[src/rtl/mult_sequencer.sv]
// mult_sequencer: multi-cycle MULT/MULTU engine producing a 2*DATA_LEN product
// in hi/lo. One shared DATA_LEN-bit adder is reused for operand absolute
// values, the shift-add iterations and the final two-word negation.
//
// Ports:
//   clk        rising-edge clock
//   rst        synchronous active-high reset
//   start      multiply request, accepted only when idle and not busy
//   is_signed  1 = MULT (two's complement), 0 = MULTU
//   op_a       multiplicand
//   op_b       multiplier
//   busy       registered, high while an operation is in flight (incl. done cycle)
//   done       registered one-cycle pulse, hi/lo valid in that cycle
//   hi, lo     registered upper/lower product words
module mult_sequencer #(
  parameter int unsigned DATA_LEN = 32
) (
  input  logic                clk,
  input  logic                rst,
  input  logic                start,
  input  logic                is_signed,
  input  logic [DATA_LEN-1:0] op_a,
  input  logic [DATA_LEN-1:0] op_b,
  output logic                busy,
  output logic                done,
  output logic [DATA_LEN-1:0] hi,
  output logic [DATA_LEN-1:0] lo
);

  localparam int unsigned MSB   = DATA_LEN - 1;
  localparam int unsigned CNT_W = $clog2(DATA_LEN) + 1;
  localparam int unsigned SUM_W = DATA_LEN + 1;
  localparam logic [CNT_W-1:0] CNT_LAST = CNT_W'(DATA_LEN - 1);

  typedef enum logic [2:0] {
    S_IDLE,
    S_ABS_A,
    S_ABS_B,
    S_RUN,
    S_NEG_LO,
    S_NEG_HI,
    S_DONE
  } state_t;

  state_t              state, state_n;
  logic [DATA_LEN-1:0] a, a_n;
  logic [DATA_LEN-1:0] hi_n, lo_n;
  logic                sgn, sgn_n;
  logic                neg, neg_n;
  logic                negc, negc_n;
  logic [CNT_W-1:0]    cnt, cnt_n;

  logic [DATA_LEN-1:0] add_x, add_y;
  logic                add_cin;
  logic [SUM_W-1:0]    add_sum;
  logic [DATA_LEN-1:0] add_s;
  logic                add_c;

  // Operand steering for the single shared adder.
  always_comb begin
    add_x   = '0;
    add_y   = '0;
    add_cin = 1'b0;
    case (state)
      S_ABS_A: begin
        add_x   = ~a;
        add_cin = 1'b1;
      end
      S_ABS_B: begin
        add_x   = ~lo;
        add_cin = 1'b1;
      end
      S_RUN: begin
        add_x = hi;
        add_y = lo[0] ? a : '0;
      end
      S_NEG_LO: begin
        add_x   = ~lo;
        add_cin = 1'b1;
      end
      S_NEG_HI: begin
        add_x   = ~hi;
        add_cin = negc;
      end
      default: ;
    endcase
  end

  assign add_sum = {1'b0, add_x} + {1'b0, add_y} + SUM_W'(add_cin);
  assign add_s   = add_sum[DATA_LEN-1:0];
  assign add_c   = add_sum[DATA_LEN];

  // Next-state and datapath update.
  always_comb begin
    state_n = state;
    a_n     = a;
    hi_n    = hi;
    lo_n    = lo;
    sgn_n   = sgn;
    neg_n   = neg;
    negc_n  = negc;
    cnt_n   = cnt;
    case (state)
      S_IDLE: begin
        // busy is still high during the done cycle; starts there are dropped.
        if (start && !busy) begin
          a_n     = op_a;
          lo_n    = op_b;
          hi_n    = '0;
          sgn_n   = is_signed;
          neg_n   = is_signed & (op_a[MSB] ^ op_b[MSB]);
          cnt_n   = '0;
          state_n = is_signed ? S_ABS_A : S_RUN;
        end
      end
      S_ABS_A: begin
        if (a[MSB]) a_n = add_s;
        state_n = S_ABS_B;
      end
      S_ABS_B: begin
        if (lo[MSB]) lo_n = add_s;
        state_n = S_RUN;
      end
      S_RUN: begin
        // {hi, lo} <= {carry, sum, lo} >> 1
        hi_n  = {add_c, add_s[DATA_LEN-1:1]};
        lo_n  = {add_s[0], lo[DATA_LEN-1:1]};
        cnt_n = cnt + CNT_W'(1);
        if (cnt == CNT_LAST) state_n = sgn ? S_NEG_LO : S_DONE;
      end
      S_NEG_LO: begin
        if (neg) begin
          lo_n   = add_s;
          negc_n = add_c;
        end else begin
          negc_n = 1'b0;
        end
        state_n = S_NEG_HI;
      end
      S_NEG_HI: begin
        if (neg) hi_n = add_s;
        state_n = S_DONE;
      end
      S_DONE: begin
        state_n = S_IDLE;
      end
      default: state_n = S_IDLE;
    endcase
  end

  // State and datapath registers; busy/done are registered decodes of state.
  always_ff @(posedge clk) begin
    if (rst) begin
      state <= S_IDLE;
      a     <= '0;
      hi    <= '0;
      lo    <= '0;
      sgn   <= 1'b0;
      neg   <= 1'b0;
      negc  <= 1'b0;
      cnt   <= '0;
      busy  <= 1'b0;
      done  <= 1'b0;
    end else begin
      state <= state_n;
      a     <= a_n;
      hi    <= hi_n;
      lo    <= lo_n;
      sgn   <= sgn_n;
      neg   <= neg_n;
      negc  <= negc_n;
      cnt   <= cnt_n;
      busy  <= (state != S_IDLE);
      done  <= (state == S_DONE);
    end
  end

endmodule

[config.mk]
export PLATFORM = sky130hd
export DESIGN_NAME = mult_sequencer
export DESIGN_NICKNAME = d
export VERILOG_FILES = /design/src/rtl/mult_sequencer.sv
export SDC_FILE = /design/constraint.sdc
export NUM_CORES = 1
export LEC_CHECK = 0
export ABC_CLOCK_PERIOD_IN_PS = 4600
export CELL_PAD_IN_SITES_DETAIL_PLACEMENT = 1
export CELL_PAD_IN_SITES_GLOBAL_PLACEMENT = 1
export CORE_MARGIN = 3
export CORE_UTILIZATION = 40
export CTS_CLUSTER_DIAMETER = 50
export DETAILED_ROUTE_END_ITERATION = 16
export GPL_ROUTABILITY_DRIVEN = 1
export GPL_TIMING_DRIVEN = 1
export HOLD_SLACK_MARGIN = 0.08
export PLACE_DENSITY = 0.88
export SLEW_MARGIN = 20
export SYNTH_ARGS = -nofsm -noshare
export SYNTH_HDL_FRONTEND = slang
export SYNTH_SLANG_ARGS = --single-unit
[constraint.sdc]
create_clock -name clk -period 4.6 [get_ports clk]
set_input_delay 1.38 -clock clk [delete_from_list [all_inputs] [get_ports clk]]
set_output_delay 1.38 -clock clk [all_outputs]
set_load 0.03 [all_outputs]
# Word-level counts from Yosys, hierarchy flattened
# Cells that the tools add are included.
# word_totals
out_inout_bits	66
regBits	110
in_bits	68
wordCells	72
# classes
n_mux	21
bitwise	5
n_addsub	3
n_reduce_logical	18
eq_ne	13
# ops
cell	count
two-way mux 32 bit	8
one-hot mux 32 bit (4 select lines)	2
NOT 32 bit	3
one-hot mux 32 bit (3 select lines)	1
one-hot mux 32 bit (2 select lines)	1
adder 32 x 32 -> 33 bit	1
adder 33 x 1 -> 33 bit	1
one-hot mux 3 bit (6 select lines)	1
!= test 2 bit (second input constant)	6
one-hot mux 6 bit (2 select lines)	1
== test 3 bit (second input constant)	3
AND reduction 3 bit	3
AND reduction 2 bit	4
adder 6 x 1 -> 6 bit (second input constant)	1
== test 3 x 2 -> 1 bit (second input constant)	2
== test 6 x 5 -> 1 bit (second input constant)	1
two-way mux 3 bit	2
two-way mux 6 bit	1
nonzero test 3 bit	2
two-way mux 2 bit	2
AND reduction 4 bit	1
nonzero test 2 bit	2
nonzero test 4 bit	1
== test 3 x 1 -> 1 bit (second input constant)	1
9 further kinds	9

# Depth between registers and ports, before layout
# depth
ltp_word	7
mapped_depth	17
mapped_depth_nobuf	15

# Worst setup path before layout
# OpenSTA, ideal clock, no wires.
# synth_timing
kind	reg2reg
start	register state[0]
end	register lo[30]
path_stages_with_launch	18
setup_time_ns	0.137
path_slack_ns	0.498
required_ns	4.463
arrival_time_ns	3.965
n_path_buf	4
period_less_slack_ns	4.102
cell_sequence	dfxtp_1 -> clkbuf_1 -> clkbuf_1 -> clkbuf_1 -> buf_1 -> a21oi_1 -> nor2_1 -> a21oi_1 -> fa_1 -> fa_1 -> nand2b_1 -> a21o_1 -> a21o_1 -> a31oi_2 -> nor4bb_1 -> nand3b_1 -> a222oi_1 -> a211oi_1
# synth_via
elab_chain_cells	7
elab_cells_between_ends	21
cone_classes	2 x add/sub; 8 x eq/ne; 6 x mux; 5 x reduce/logical
# synth_rtl
item	line_no	source
from (decl)	45	state_t state, state_n;
from (signal assigned)	165	state <= state_n;
== test 3 bit / == test 3 x 2 -> 1 bit (equally long branches)	64, 103	
OR reduction 2 bit (no line)	-	
one-hot mux 32 bit (4 select lines)	64	case (state)
adder 32 x 32 -> 33 bit	89	assign add_sum = {1'b0, add_x} + {1'b0, add_y} + SUM_W'(add_cin);
adder 33 x 1 -> 33 bit	89	
two-way mux 32 bit (on tied branches)	132, 121	
one-hot mux 32 bit (4 select lines)	103	case (state)
to (signal assigned)	168	lo <= lo_n;
to (decl)	27	output logic [DATA_LEN-1:0] lo
# Several ways; a longest one is shown, not always the timed one. The select of a mux whose other input is x is not followed.
# A chain may end at the register's enable or synchronous reset.

# Worst setup path after layout
# layout_timing
start	register state[1]
end	register lo[22]
# Same word-level chain as after synthesis.

==> results.yml <==
sta:
  fin_crit_ps: 4100
  rsz0062_at_grt: "false"
  layout_setup_ws_ps: 498
  slew_viol_final: 0
  fmax_mhz: 244
  slew_headroom_pct: 31.9
  tightest_slew_ps: 1020
  clock_skew_ps: 12.1
  final-setup-viol-count: 0
  hold_violations: 0
  tns_ps: 0
  finalCritPeriodShare_pct: 89.2
layout:
  seqCellArea_sq_um: 2200
  syn_to_final_growth_pct: 22.2
  final_cell_mix: "nor2_1, clkdlybuf4s50_1, dfxtp_1"
  final_common_cell: "nor2_1"
  fillCellCount: 2472
  n_antenna_cell: 0
  utilization_pct: 50.9
  multi_input_area_sq_um: 5620
  layout-drive-gt1-share_pct: 6.57
  nets: 1314
placement:
  gp_congestion: 0.931
  preCtsSetupSlack_ps: 648
  dp_hpwl_um: 24400
  port_buffers: 133
outcome:
  status: "completed"
synth:
  synthDistinctLibCells: 74
  synth.cell_area_sq_um: 8260
  syn_nets: 1237
  yosys_warnings: 0
  synth_edf_count: 0
  synth_area_leaders: "dfxtp_1, nor2_1, a21oi_1"
  synth_top_area_share_pct: 26.7
  yosysSeqAreaShare_pct: 26.7
  yosys.area.top_type: "dfxtp_1"
  ys.flop_type: "dfxtp_1"
  syn_inst: 1135
  avgSynthCellArea_sq_um: 7.27
  ys_ff_latch: 110
  postSynth.asyncResetShare_pct: 0
floorplanning:
  die_y_um: 150
  io_pins: 134
  die_w_um: 150
  coreArea_sq_um: 19800
  rows: 51
  die-area_sq_um: 22400
  start_util_pct: 41.6
detailed_routing:
  drt-initial-drc-count: 1062
  maxUsedRoutingLayer: "met4"
  wl_met1_um: 14500
  wl_met2_um: 16400
  drt-total-wl_um: 34900
  drcViolationCount: 0
  wl_per_cell_um: 23.5
  antenna_left: 0
  dr_wl_met3_um: 2570
  firstDrtPassIters: 8
  vias: 9845
  routed_via_density: 6.64
setup_path:
  worst_ep_arrival_time_ps: 4380
  critPathMaxStageDelay_ps: 510
  worst_path_dominant_cell_family: "compound AO/OA/AOI/OAI gates"
  cp_cell_sequence: "buf_4 -> nand2_1 -> o211ai_1 -> fa_1 -> fa_1 -> nand2b_1 -> a21o_1 -> a21o_1 -> nand3_1 -> a21boi_0 -> xnor2_1 -> a222oi_1 -> a211oi_1"
  crit_fanout: 11
  start_kind: "flop"
  crit_slowest_cell: "xnor2_1"
  cp-end-kind: "flop"
  crit_buf_inv: 1
  criticalPathCategory: "reg -> reg"
  crit_required_ps: 4880
clock_network:
  cts_root_buf: "clkbuf_16"
  cts_htree_levels: 3
  numCtsBuffers: 9
  postCtsSetupBuffers: 0
  worstSkewPairLatency_ps: 370
  clock_path_buffers: 2
  clock_sink_count: 110
  cts_tree: "yes"
  cts.repair.resized: 0
  ctsHoldBuffers: 0
  clk_pin_slew_worst_paths_ps: 80
power:
  p_sw_mw: 4.89
  p_clk_share_pct: 9.1
  p_sw_share_pct: 56.3
  power.density_nw_per_um2: 860
  peakVddDrop_uv: 452
  pwr-share-seq_pct: 18.6
  total_leakage_power_nw: 3.98
  pwr-share-comb_pct: 72.3
  intPower_mw: 3.79
global_route:
  grtUsageTotal_pct: 30.5
  first_global_vias: 9779
  grt_antenna_before_repair: 0
  grt_max_degree: 97
  grt-ovfl-total: 0
  grt_pass1_wl_um: 54600
job:
  maxCapViolCount: 0
hold_path:
  hp-class: "reg -> reg"
==> area by class of cell <==
cell class / instances / area share, %
repair buffers: 165 / 15.9
inverters: 16 / 0.595
flip-flops and latches: 110 / 21.8
clock inverters: 6 / 0.446
multi-input cells: 910 / 55.7
clock buffers: 10 / 2.27
well taps: 265 / 3.28
==> cell families after synthesis <==
kind of cell / Yosys count / synth area share (%)
simple gates: 438 / 23.9
compound gates: 411 / 35.3
buf+inv: 115 / 5.64
flops: 110 / 26.7
fa+ha+maj: 34 / 5.33
xor+xnor: 22 / 2.52
mux: 5 / 0.636
==> per-stage QoR <==
stage,hold WS [ps],instance area [sq um],power [mW],cells
finish,471,10100,8.68,1482
global route,486,10100,9.25,1482
floorplan,437,8260,5.70,1135
global placement,450,9820,7.51,1466
CTS,468,10100,8.54,1482
detailed placement,457,9820,7.72,1466
==> registers in the layout, indices dropped and copies added, names as in the netlist <==
| signal | flops |
|---|---|
| busy | 1 |
| neg | 1 |
| lo | 32 |
| state | 3 |
| done | 1 |
| negc | 1 |
| sgn | 1 |
| cnt | 6 |
| a | 32 |
| hi | 32 |
==> Yosys cell counts, types with 16 or more instances <==
cell type	count
a211oi_1	58
a21oi_1	88
a221oi_1	35
a222oi_1	25
and3_1	34
clkbuf_1	79
dfxtp_1	110
ha_1	32
inv_1	16
nand2_1	86
nand3_1	30
nor2_1	198
nor3_1	41
o21ai_0	50
o21bai_1	22
o22ai_1	31
==> final timing paths <==
check        startpoint  slack, ps  depth (start not counted)     end
max            state[1]        500                         13  lo[22]
min                 sgn        470                          2     sgn
max reg2reg    state[1]        500                         13  lo[22]
min reg2reg         sgn        470                          2     sgn
==> power groups by stage <==
stage          clock, mW  sequential [mW]  combinational, mW
4_1_cts            0.781             1.60               6.16
3_5_place_dp           0             1.62               6.10
3_3_place_gp           0             1.61               5.90
5_1_grt            0.822             1.64               6.79
2_1_floorplan          0             1.82               3.88
6_report           0.786             1.62               6.28
==> metal layers <==
| metal | global-route usage [%] | vias up |
|---|---|---|
| li1 | - | 4402 |
| met1 | 39.0 | 4831 |
| met2 | 51.2 | 501 |
| met3 | 4.09 | 111 |
| met4 | 14.2 | 0 |
| met5 | 0 | - |
==> tightest hold or removal path, cell delays in order, from the launching register on <==
cell,delay (ps)
dfxtp_1,320
nand2_1,50
a21oi_1,60
Power figures use the tool's default switching activity.
